--- src/rtl/shift_add_multiplier_pkg.sv ---
// Shared ALU definitions used by the shift-add multiplier: state encoding,
// default datapath width and a width helper for the step counter.
package shift_add_multiplier_pkg;

    typedef enum logic [1:0] {
        IDLE = 2'd0,
        RUN  = 2'd1,
        DONE = 2'd2
    } mul_state_t;

    localparam int ALU_WIDTH = 16;

    function automatic int clog2(input int n);
        int w;
        w = 0;
        while ((32'sd1 << w) < n) begin
            w = w + 1;
        end
        if (w < 1) begin
            w = 1;
        end else begin
            w = w;
        end
        return w;
    endfunction

endpackage

--- src/rtl/shift_add_multiplier_if.sv ---
// Start/ready operand and result bundle shared by the ALU control (master)
// and the multiplier (slave).
interface shift_add_multiplier_if
    import shift_add_multiplier_pkg::*;
#(
    parameter int N = ALU_WIDTH
);
    logic             start;
    logic             sign;
    logic [N-1:0]     multiplicand;
    logic [N-1:0]     multiplier;
    logic [2*N-1:0]   product;
    logic             busy;
    logic             ready;

    modport master (
        output start, sign, multiplicand, multiplier,
        input  product, busy, ready
    );

    modport slave (
        input  start, sign, multiplicand, multiplier,
        output product, busy, ready
    );
endinterface

--- src/rtl/shift_add_multiplier_mul_step.sv ---
// One radix-2 iteration: conditionally add the multiplicand into the upper
// accumulator half, then shift {carry, acc_hi, mplr} right by one.
module mul_step
    import shift_add_multiplier_pkg::*;
#(
    parameter int N = ALU_WIDTH
) (
    input  logic [N-1:0] acc_hi_i,
    input  logic [N-1:0] mplr_i,
    input  logic [N-1:0] mcand_i,
    output logic [N-1:0] acc_hi_o,
    output logic [N-1:0] mplr_o
);
    logic [N:0] sum_s;

    // Carry lands in bit N so the shift below never loses it.
    always_comb begin
        sum_s = {1'b0, acc_hi_i};
        if (mplr_i[0]) begin
            sum_s = {1'b0, acc_hi_i} + {1'b0, mcand_i};
        end else begin
            sum_s = {1'b0, acc_hi_i};
        end
        acc_hi_o = sum_s[N:1];
        mplr_o   = {sum_s[0], mplr_i[N-1:1]};
    end
endmodule

--- src/rtl/shift_add_multiplier.sv ---
// Sequential shift-and-add multiplier, one multiplier bit per clock.
// Signed operation is compiled in only when MUL_SIGNED_EN is defined.
module shift_add_multiplier
    import shift_add_multiplier_pkg::*;
#(
    parameter int N = ALU_WIDTH
) (
    input  logic                       clk,
    input  logic                       rst,
    shift_add_multiplier_if.slave      bus
);
    localparam int CNT_W = clog2(N);
    localparam logic [CNT_W-1:0] LAST_CNT = CNT_W'(N - 1);

    mul_state_t       state_q;
    logic [N-1:0]     acc_hi_q;
    logic [N-1:0]     mplr_q;
    logic [N-1:0]     mcand_q;
    logic             neg_q;
    logic [CNT_W-1:0] count_q;
    logic [2*N-1:0]   product_q;
    logic             busy_q;
    logic             ready_q;

    logic [N-1:0]     acc_hi_d;
    logic [N-1:0]     mplr_d;
    logic [2*N-1:0]   product_d;
    logic [N-1:0]     mcand_mag_s;
    logic [N-1:0]     mplr_mag_s;
    logic             neg_s;

`ifdef MUL_SIGNED_EN
    // Unsigned view of the negation keeps the most negative value exact (0x8000 -> 0x8000).
    function automatic logic [N-1:0] magnitude(input logic [N-1:0] v, input logic s);
        if (s && v[N-1]) begin
            return (~v) + {{(N-1){1'b0}}, 1'b1};
        end else begin
            return v;
        end
    endfunction

    assign mcand_mag_s = magnitude(bus.multiplicand, bus.sign);
    assign mplr_mag_s  = magnitude(bus.multiplier, bus.sign);
    assign neg_s       = bus.sign & (bus.multiplicand[N-1] ^ bus.multiplier[N-1]);
    assign product_d   = neg_q ? ((~{acc_hi_d, mplr_d}) + {{(2*N-1){1'b0}}, 1'b1})
                               : {acc_hi_d, mplr_d};
`else
    assign mcand_mag_s = bus.multiplicand;
    assign mplr_mag_s  = bus.multiplier;
    assign neg_s       = 1'b0;
    assign product_d   = {acc_hi_d, mplr_d};
`endif

    mul_step #(.N(N)) u_step (
        .acc_hi_i (acc_hi_q),
        .mplr_i   (mplr_q),
        .mcand_i  (mcand_q),
        .acc_hi_o (acc_hi_d),
        .mplr_o   (mplr_d)
    );

    // Control FSM, datapath registers and registered handshake outputs.
    always_ff @(posedge clk) begin
        if (rst) begin
            state_q   <= IDLE;
            acc_hi_q  <= '0;
            mplr_q    <= '0;
            mcand_q   <= '0;
            neg_q     <= 1'b0;
            count_q   <= '0;
            product_q <= '0;
            busy_q    <= 1'b0;
            ready_q   <= 1'b0;
        end else begin
            ready_q <= 1'b0;
            case (state_q)
                IDLE, DONE: begin
                    if (bus.start) begin
                        acc_hi_q <= '0;
                        mplr_q   <= mplr_mag_s;
                        mcand_q  <= mcand_mag_s;
                        neg_q    <= neg_s;
                        count_q  <= '0;
                        busy_q   <= 1'b1;
                        state_q  <= RUN;
                    end else begin
                        busy_q  <= 1'b0;
                        state_q <= IDLE;
                    end
                end
                RUN: begin
                    acc_hi_q <= acc_hi_d;
                    mplr_q   <= mplr_d;
                    count_q  <= count_q + {{(CNT_W-1){1'b0}}, 1'b1};
                    if (count_q == LAST_CNT) begin
                        product_q <= product_d;
                        busy_q    <= 1'b0;
                        ready_q   <= 1'b1;
                        state_q   <= DONE;
                    end else begin
                        busy_q  <= 1'b1;
                        state_q <= RUN;
                    end
                end
                default: begin
                    busy_q  <= 1'b0;
                    state_q <= IDLE;
                end
            endcase
        end
    end

    assign bus.product = product_q;
    assign bus.busy    = busy_q;
    assign bus.ready   = ready_q;
endmodule

--- src/flat_wrapper.sv ---
// flat-port wrapper written by rule: the top's interface ports become plain ports
module shift_add_multiplier_flat import shift_add_multiplier_pkg::*;
#(
    parameter int N = ALU_WIDTH
)
  (clk, rst, bus_start, bus_sign, bus_multiplicand, bus_multiplier, bus_product, bus_busy, bus_ready);
  shift_add_multiplier_if #(.N(N)) bus_i ();
  input  logic clk;
  input  logic rst;
  input wire logic [$bits(bus_i.start)-1:0] bus_start;
  input wire logic [$bits(bus_i.sign)-1:0] bus_sign;
  input wire logic [$bits(bus_i.multiplicand)-1:0] bus_multiplicand;
  input wire logic [$bits(bus_i.multiplier)-1:0] bus_multiplier;
  output wire logic [$bits(bus_i.product)-1:0] bus_product;
  output wire logic [$bits(bus_i.busy)-1:0] bus_busy;
  output wire logic [$bits(bus_i.ready)-1:0] bus_ready;
  assign bus_i.start = bus_start;
  assign bus_i.sign = bus_sign;
  assign bus_i.multiplicand = bus_multiplicand;
  assign bus_i.multiplier = bus_multiplier;
  assign bus_product = bus_i.product;
  assign bus_busy = bus_i.busy;
  assign bus_ready = bus_i.ready;
  shift_add_multiplier #(.N(N)) u_core (.clk(clk), .rst(rst), .bus(bus_i));
endmodule
--- config.mk ---
export PLATFORM = sky130hd
export DESIGN_NAME = shift_add_multiplier_flat
export DESIGN_NICKNAME = d
export VERILOG_FILES = /design/src/rtl/shift_add_multiplier_pkg.sv /design/src/rtl/shift_add_multiplier_if.sv /design/src/rtl/shift_add_multiplier_mul_step.sv /design/src/rtl/shift_add_multiplier.sv /design/src/flat_wrapper.sv
export SDC_FILE = /design/constraint.sdc
export NUM_CORES = 1
export LEC_CHECK = 0
export BUFFER_PORTS_ARGS = -buffer_cell sky130_fd_sc_hd__buf_2
export CAP_MARGIN = 10
export CORE_UTILIZATION = 55
export DETAILED_ROUTE_END_ITERATION = 12
export PLACE_DENSITY = 0.78
export SLEW_MARGIN = 20
export SYNTH_ARGS = -nofsm -noshare
export SYNTH_HDL_FRONTEND = slang
export SYNTH_SLANG_ARGS = --single-unit
--- constraint.sdc ---
create_clock -name clk -period 2.8 [get_ports clk]
set_clock_uncertainty 0.1 [all_clocks]
set_input_delay 0.14 -clock clk [delete_from_list [all_inputs] [get_ports clk]]
set_output_delay 0.14 -clock clk [all_outputs]
set_load 0.01 [all_outputs]
Yosys cells after proc, flatten, opt, wreduce, memory -nomap -nowiden

Index checks and enable logic that the tools add are counted.
W data, S select, Z words.

Add/subtract/negate cells: 2
Equal/unequal tests: 4
Mux-type cells: 14
Bitwise gates (word level): 1
Reduce and logical (&&, ||, !) cells: 7

Operators with widths:

| cell                  | count |
|---|---|
| $pmux W16 S2          | 2 |
| $mux W16              | 2 |
| $add A16 B16 Y17      | 1 |
| $mux W17              | 1 |
| $pmux W4 S2           | 1 |
| $reduce_and A2 Y1     | 3 |
| $add A4 B1 Y4 const B | 1 |
| $eq A4 B4 Y1 const B  | 1 |
| $mux W1               | 4 |
| $mux W4               | 1 |
| $pmux W2 S2           | 1 |
| $reduce_or A2 Y1      | 2 |
| $eq A2 B1 Y1 const B  | 1 |
| $eq A2 B2 Y1 const B  | 1 |
| $logic_not A2 Y1      | 1 |
| $mux W2               | 1 |
| $ne A2 B2 Y1 const B  | 1 |
| $pmux W1 S2           | 1 |
| $reduce_bool A2 Y1    | 1 |
| $not A1 Y1            | 1 |

Flip-flop bits (word level): 88
Input port bits: 36
Output and inout bits: 34
Word-level logic and storage cells: 36

Depth between registers and ports, before layout

Word-level depth: 4
Mapped depth: 8
Gate-level depth less buffers: 8

Cells and area by module

From an unflattened synthesis, not the netlist that was laid out.

Cell total of the unflattened synthesis: 472
Area total of the unflattened synthesis: 4,196.5 µm²

By module, submodules not included:

| module               | instances | cells an instance | area an instance (µm²) |
|---|---|---|---|
| shift_add_multiplier | 1         | 317               | 3,059.2 |
| mul_step             | 1         | 155               | 1,137.3 |

Worst setup path before layout

OpenSTA, ideal clock, no wires.

Path type: reg2reg
Start: reg u_core.mcand_q[0]
End: reg u_core.acc_hi_q[11]
Arrival: 2.134 ns
Path slack: 0.465 ns
Stages on the path, launching flop included: 9
Buffers on the path: 0
Cells stage by stage: dfxtp_1 > ha_1 > fa_1 > a211oi_1 > o21bai_1 > a211oi_4 > o21a_1 > nor3_1 > o41ai_1

Word-level cells in the longest chain between the ends: 3

Ends and longest elaborated chain:

| what                   | line                                | source |
|---|---|---|
| start, declared        | shift_add_multiplier.sv:18          | `logic [N-1:0] mcand_q;` |
| start signal, assigned | shift_add_multiplier.sv:81          | `mcand_q <= mcand_mag_s;` |
| $add A16 B16 Y17       | shift_add_multiplier_mul_step.sv:20 | `sum_s = {1'b0, acc_hi_i} + {1'b0, mcand_i};` |
| $mux W17               | shift_add_multiplier_mul_step.sv:19 | `if (mplr_i[0]) begin` |
| $pmux W16 S2           | shift_add_multiplier.sv:76          | `case (state_q)` |
| end signal, assigned   | shift_add_multiplier.sv:92          | `acc_hi_q <= acc_hi_d;` |
| end, declared          | shift_add_multiplier.sv:16          | `logic [N-1:0] acc_hi_q;` |

No other way between the ends.
A chain may end at the register's enable or synchronous reset.

Worst setup path in the final report

Start: reg u_core.mcand_q[0]
End: reg u_core.product_q[27], in the netlist u_core.bus.product[27]

Word-level cells in the longest chain between the ends: 2

Ends and longest elaborated chain:

| what                 | line                                | source |
|---|---|---|
| $add A16 B16 Y17     | shift_add_multiplier_mul_step.sv:20 |  |
| $mux W17             | shift_add_multiplier_mul_step.sv:19 |  |
| end signal, assigned | shift_add_multiplier.sv:96          | `product_q <= product_d;` |
| end, declared        | shift_add_multiplier.sv:21          | `logic [2*N-1:0] product_q;` |

No other way between the ends.

==> Flow_metrics.wiki <==
{| class="wikitable"
! Metric !! Value
|-
| Clock sink count || 87
|-
| GRT overflow || 0
|-
| Unrepaired setup endpoints after global routing || no
|-
| Port bufs || 68
|-
| FILL cells || 602
|-
| Global router's overall resource usage || 26.7%
|-
| Crit Path Class || reg2reg
|-
| Data required time of the critical path || 2.92 ns
|-
| Slew at the pin closest to its max-slew limit || 0.686 ns
|-
| Clk pin slew, worst setup/hold paths || 0.09 ns
|-
| Slowest cell on crit path || sky130_fd_sc_hd__fa_1
|-
| Yosys warns || 0
|-
| Avg Inst Size Synth || 8.20 um2
|-
| Final GP Congestion || 0.879
|-
| Total of cells resized after clock tree synthesis || 0
|-
| Count of flip-flops with a built-in enable after synthesis || 0
|-
| HPWL Detailed || 6.44 mm
|-
| Placement row count || 31
|-
| Post-route non-filler standard cell count || 689
|-
| Die height || 88.2 um
|-
| Initial antenna violation count || 0
|-
| PD cells || 504 nW/um2
|-
| Number of hold violations in the final report || 0
|-
| FF-to-FF setup slack || 0.19 ns
|-
| Pin count of the biggest net entering global routing || 45
|-
| Number of nets in the final layout || 639
|-
| Area of the multi-input gates || 2210 um2
|-
| Critical path endpoint category || register
|-
| Total of flip-flops plus latches after synthesis || 87
|-
| Synthesized area || 4090 um2
|-
| Ordered list of cells on the worst path || ha_1 -> fa_1 -> a211oi_1 -> o21bai_1 -> a211oi_4 -> nor3_1 -> nor3_1 -> o41ai_1
|-
| Number of setup violations in the final report || 0
|-
| Worst-Skew Late Latency || 0.35 ns
|-
| Number of top-level pins || 70
|-
| Adder and majority gate portion of the synthesized area || 5.69%
|-
| Initial standard-cell utilization of the core || 56.7%
|-
| Inserted Clock Buffers || 9
|-
| DR pass1 iterations || 5
|-
| Largest stage delay on the critical path || 0.43 ns
|-
| Worst vdd rail ir drop || 0.000295 V
|-
| WL per Instance || 14.5 um
|-
| H-tree Lvls || 3
|-
| Number of library cell types mapped by synthesis || 49
|-
| Number of placed cells counting well taps || 641
|-
| Xor and xnor fraction of the mapped netlist area || 2.14%
|-
| Core Box Area || 7210 um2
|-
| Main combinational cell family by area after synthesis || compound AO/OA/AOI/OAI gates
|-
| Register Area || 1740 um2
|-
| Cell count after synthesis || 499
|-
| Total DRC errors in the routed layout || 0
|-
| Global-route wire length before repair || 16.4 mm
|-
| Diode insertion count for antenna repair || 0
|-
| Top cell by count, worst path || sky130_fd_sc_hd__nor3_1
|-
| Pleak || 2.06 nW
|-
| Final wirelength || 9.98 mm
|-
| Die area || 7790 um2
|-
| Arrival time of the worst setup path || 2.73 ns
|-
| Share of post-route cells with drive strength above 1 || 18.8%
|-
| Via/cell ratio || 5.72
|-
| Horizontal extent of the die || 88.2 um
|-
| Post-route clock period utilization || 93.4%
|-
| Largest buffer count on any clock path || 2
|-
| Post-Synthesis Net Count || 553
|-
| Number of pins with negative max-slew slack in the final report || 0
|-
| First-iteration detailed-routing DRC count || 221
|-
| Maximum clock rate || 383 MHz
|-
| Number of max-cap violations || 0
|-
| Multiplexer share of the synthesized area || 2.08%
|-
| Hold_ws || 0.223 ns
|-
| Final worst path period need || 2.61 ns
|-
| Portion of the post-synthesis area used by sequential elements || 42.6%
|-
| TritonCTS clock tree || done
|-
| Complex-gate fraction of the synthesized area || 24.1%
|-
| Worst hold-check path type || in2reg
|-
| Simple-gate portion of the synthesized area || 19.8%
|-
| Setup_tns || 0 ns
|-
| Proportion of register bits with asynchronous set or reset after synthesis || 0%
|-
| Cts hold-fix bufs || 32
|-
| Dominant delay contributor by cell family on the critical path || compound AO/OA/AOI/OAI gates
|-
| Layout overhead on the synthesized area || 23.6%
|-
| Max Fanout on Critical Path || 5
|-
| Overall via count from detail_route || 3940
|-
| Buffers & Inverters on Critical Path || 0
|-
| CTS Root Buffer Type || sky130_fd_sc_hd__clkbuf_8
|-
| Via count of the first global-routing pass || 3612
|-
| Primary flip-flop cell chosen by synthesis mapping || sky130_fd_sc_hd__dfxtp_1
|-
| Buffer count from post-CTS setup fixing || 0
|-
| Sort of element at the start of the critical path || register
|-
| Run status || completed
|-
| Slew margin rel. || 54.2%
|-
| ANT nets after route || 0
|}
==> placed cells by master (no fill, tap or decap), types with 3 or more instances in the layout <==
cell                            instances
sky130_fd_sc_hd__a211oi_1               7
sky130_fd_sc_hd__a21o_1                 4
sky130_fd_sc_hd__a21oi_1               69
sky130_fd_sc_hd__a22oi_1               21
sky130_fd_sc_hd__a311oi_1               8
sky130_fd_sc_hd__a31oi_1                8
sky130_fd_sc_hd__and3_1                10
sky130_fd_sc_hd__buf_2                 68
sky130_fd_sc_hd__buf_4                 12
sky130_fd_sc_hd__clkbuf_8               9
sky130_fd_sc_hd__dfxtp_1               87
sky130_fd_sc_hd__dlygate4sd3_1         32
sky130_fd_sc_hd__ha_1                  17
sky130_fd_sc_hd__inv_6                  4
sky130_fd_sc_hd__mux2_2                 4
sky130_fd_sc_hd__mux2i_1                4
sky130_fd_sc_hd__nand2_1               92
sky130_fd_sc_hd__nand3_1               12
sky130_fd_sc_hd__nand4_1                3
sky130_fd_sc_hd__nor2_1                40
sky130_fd_sc_hd__nor3_1                11
sky130_fd_sc_hd__o211ai_1               4
sky130_fd_sc_hd__o21a_1                 5
sky130_fd_sc_hd__o21ai_0                5
sky130_fd_sc_hd__o22ai_1                3
sky130_fd_sc_hd__xnor2_1               10
==> flip-flops by register name, summed over array words and instances (netlist names) <==
register and cells:
u_core.count_q 4, u_core.bus.ready 1, u_core.mcand_q 16, u_core.mplr_q 16, u_core.acc_hi_q 16, u_core.bus.product 32
u_core.state_q 2
==> cells by family after synthesis <==
logic type / count (synthesis)
and+or+nand+nor: 185
xor gates and xnor gates: 10
muxes: 8
buffers and inverters: 40
AOI/OAI and AO/OA: 151
adders and majority gates: 18
DFF: 87
==> worst paths after layout <==
path,start,cells past startpoint,to
setup / recovery,u_core.mcand_q[0],8,u_core.bus.product[27]
hold reg to reg,u_core.bus.product[9],2,u_core.bus.product[9]
setup reg to reg,u_core.mcand_q[0],8,u_core.bus.product[27]
hold / removal,rst,2,u_core.acc_hi_q[5]
==> cell type report <==
type / instances / area share [%]
clock buffers: 9 / 2.45
inverters: 2 / 0.148
well taps: 99 / 2.45
repair buffers: 113 / 15.2
clock inverters: 7 / 1.66
flip-flops and latches: 87 / 34.4
multi-input cells: 372 / 43.6
==> metal layers <==
layer  GRT usage [%]  share of wire [%]  routed length (um)
met5               0                  0                   0
met4            9.38                1.1                 108
met3            3.36                3.8                 379
met2            45.0                 48                4830
met1            35.3                 47                4660
==> cell usage after synthesis (3+ instances only) <==
cell	count	area share (%)
sky130_fd_sc_hd__o21ai_0	5	0.61
sky130_fd_sc_hd__buf_1	10	0.92
sky130_fd_sc_hd__clkbuf_1	28	2.6
sky130_fd_sc_hd__nor2b_1	3	0.46
sky130_fd_sc_hd__a22oi_1	21	3.9
sky130_fd_sc_hd__a211oi_1	7	1.3
sky130_fd_sc_hd__nor3_1	11	1.3
sky130_fd_sc_hd__mux2_2	4	1.1
sky130_fd_sc_hd__nand3_1	12	1.5
sky130_fd_sc_hd__a311oi_1	8	1.7
sky130_fd_sc_hd__a21oi_1	69	8.4
sky130_fd_sc_hd__o211ai_1	4	0.73
sky130_fd_sc_hd__and3_1	10	1.5
sky130_fd_sc_hd__xnor2_1	10	2.1
sky130_fd_sc_hd__dfxtp_1	87	43
sky130_fd_sc_hd__a21o_1	4	0.73
sky130_fd_sc_hd__mux2i_1	4	0.98
sky130_fd_sc_hd__nand4_1	3	0.46
sky130_fd_sc_hd__o21a_1	5	0.92
sky130_fd_sc_hd__nor2_1	41	3.8
sky130_fd_sc_hd__a31oi_1	8	1.2
sky130_fd_sc_hd__ha_1	17	5.2
sky130_fd_sc_hd__nand2_1	92	8.4
sky130_fd_sc_hd__o22ai_1	3	0.46
==> report_power, final <==
part / internal (W) / switching [W]
sequential: 0.00128 / 0.0000302
clock: 0.000432 / 0.000489
combinational: 0.000138 / 0.000185
==> metrics by stage <==
step / total power [W] / area [um2] / worst slack, ns / util, %
6_report: 0.00255 / 5060 / 0.186 / 70.1
5_1_grt: 0.00265 / 5060 / 0.0527 / 70.1
4_1_cts: 0.00256 / 5060 / 0.215 / 70.1
3_5_place_dp: 0.00162 / 4530 / 0.237 / 62.8
3_3_place_gp: 0.00161 / 4530 / 0.271 / 62.8
2_1_floorplan: 0.00153 / 4090 / 0.465 / -
(Power assumes the default switching activity.)
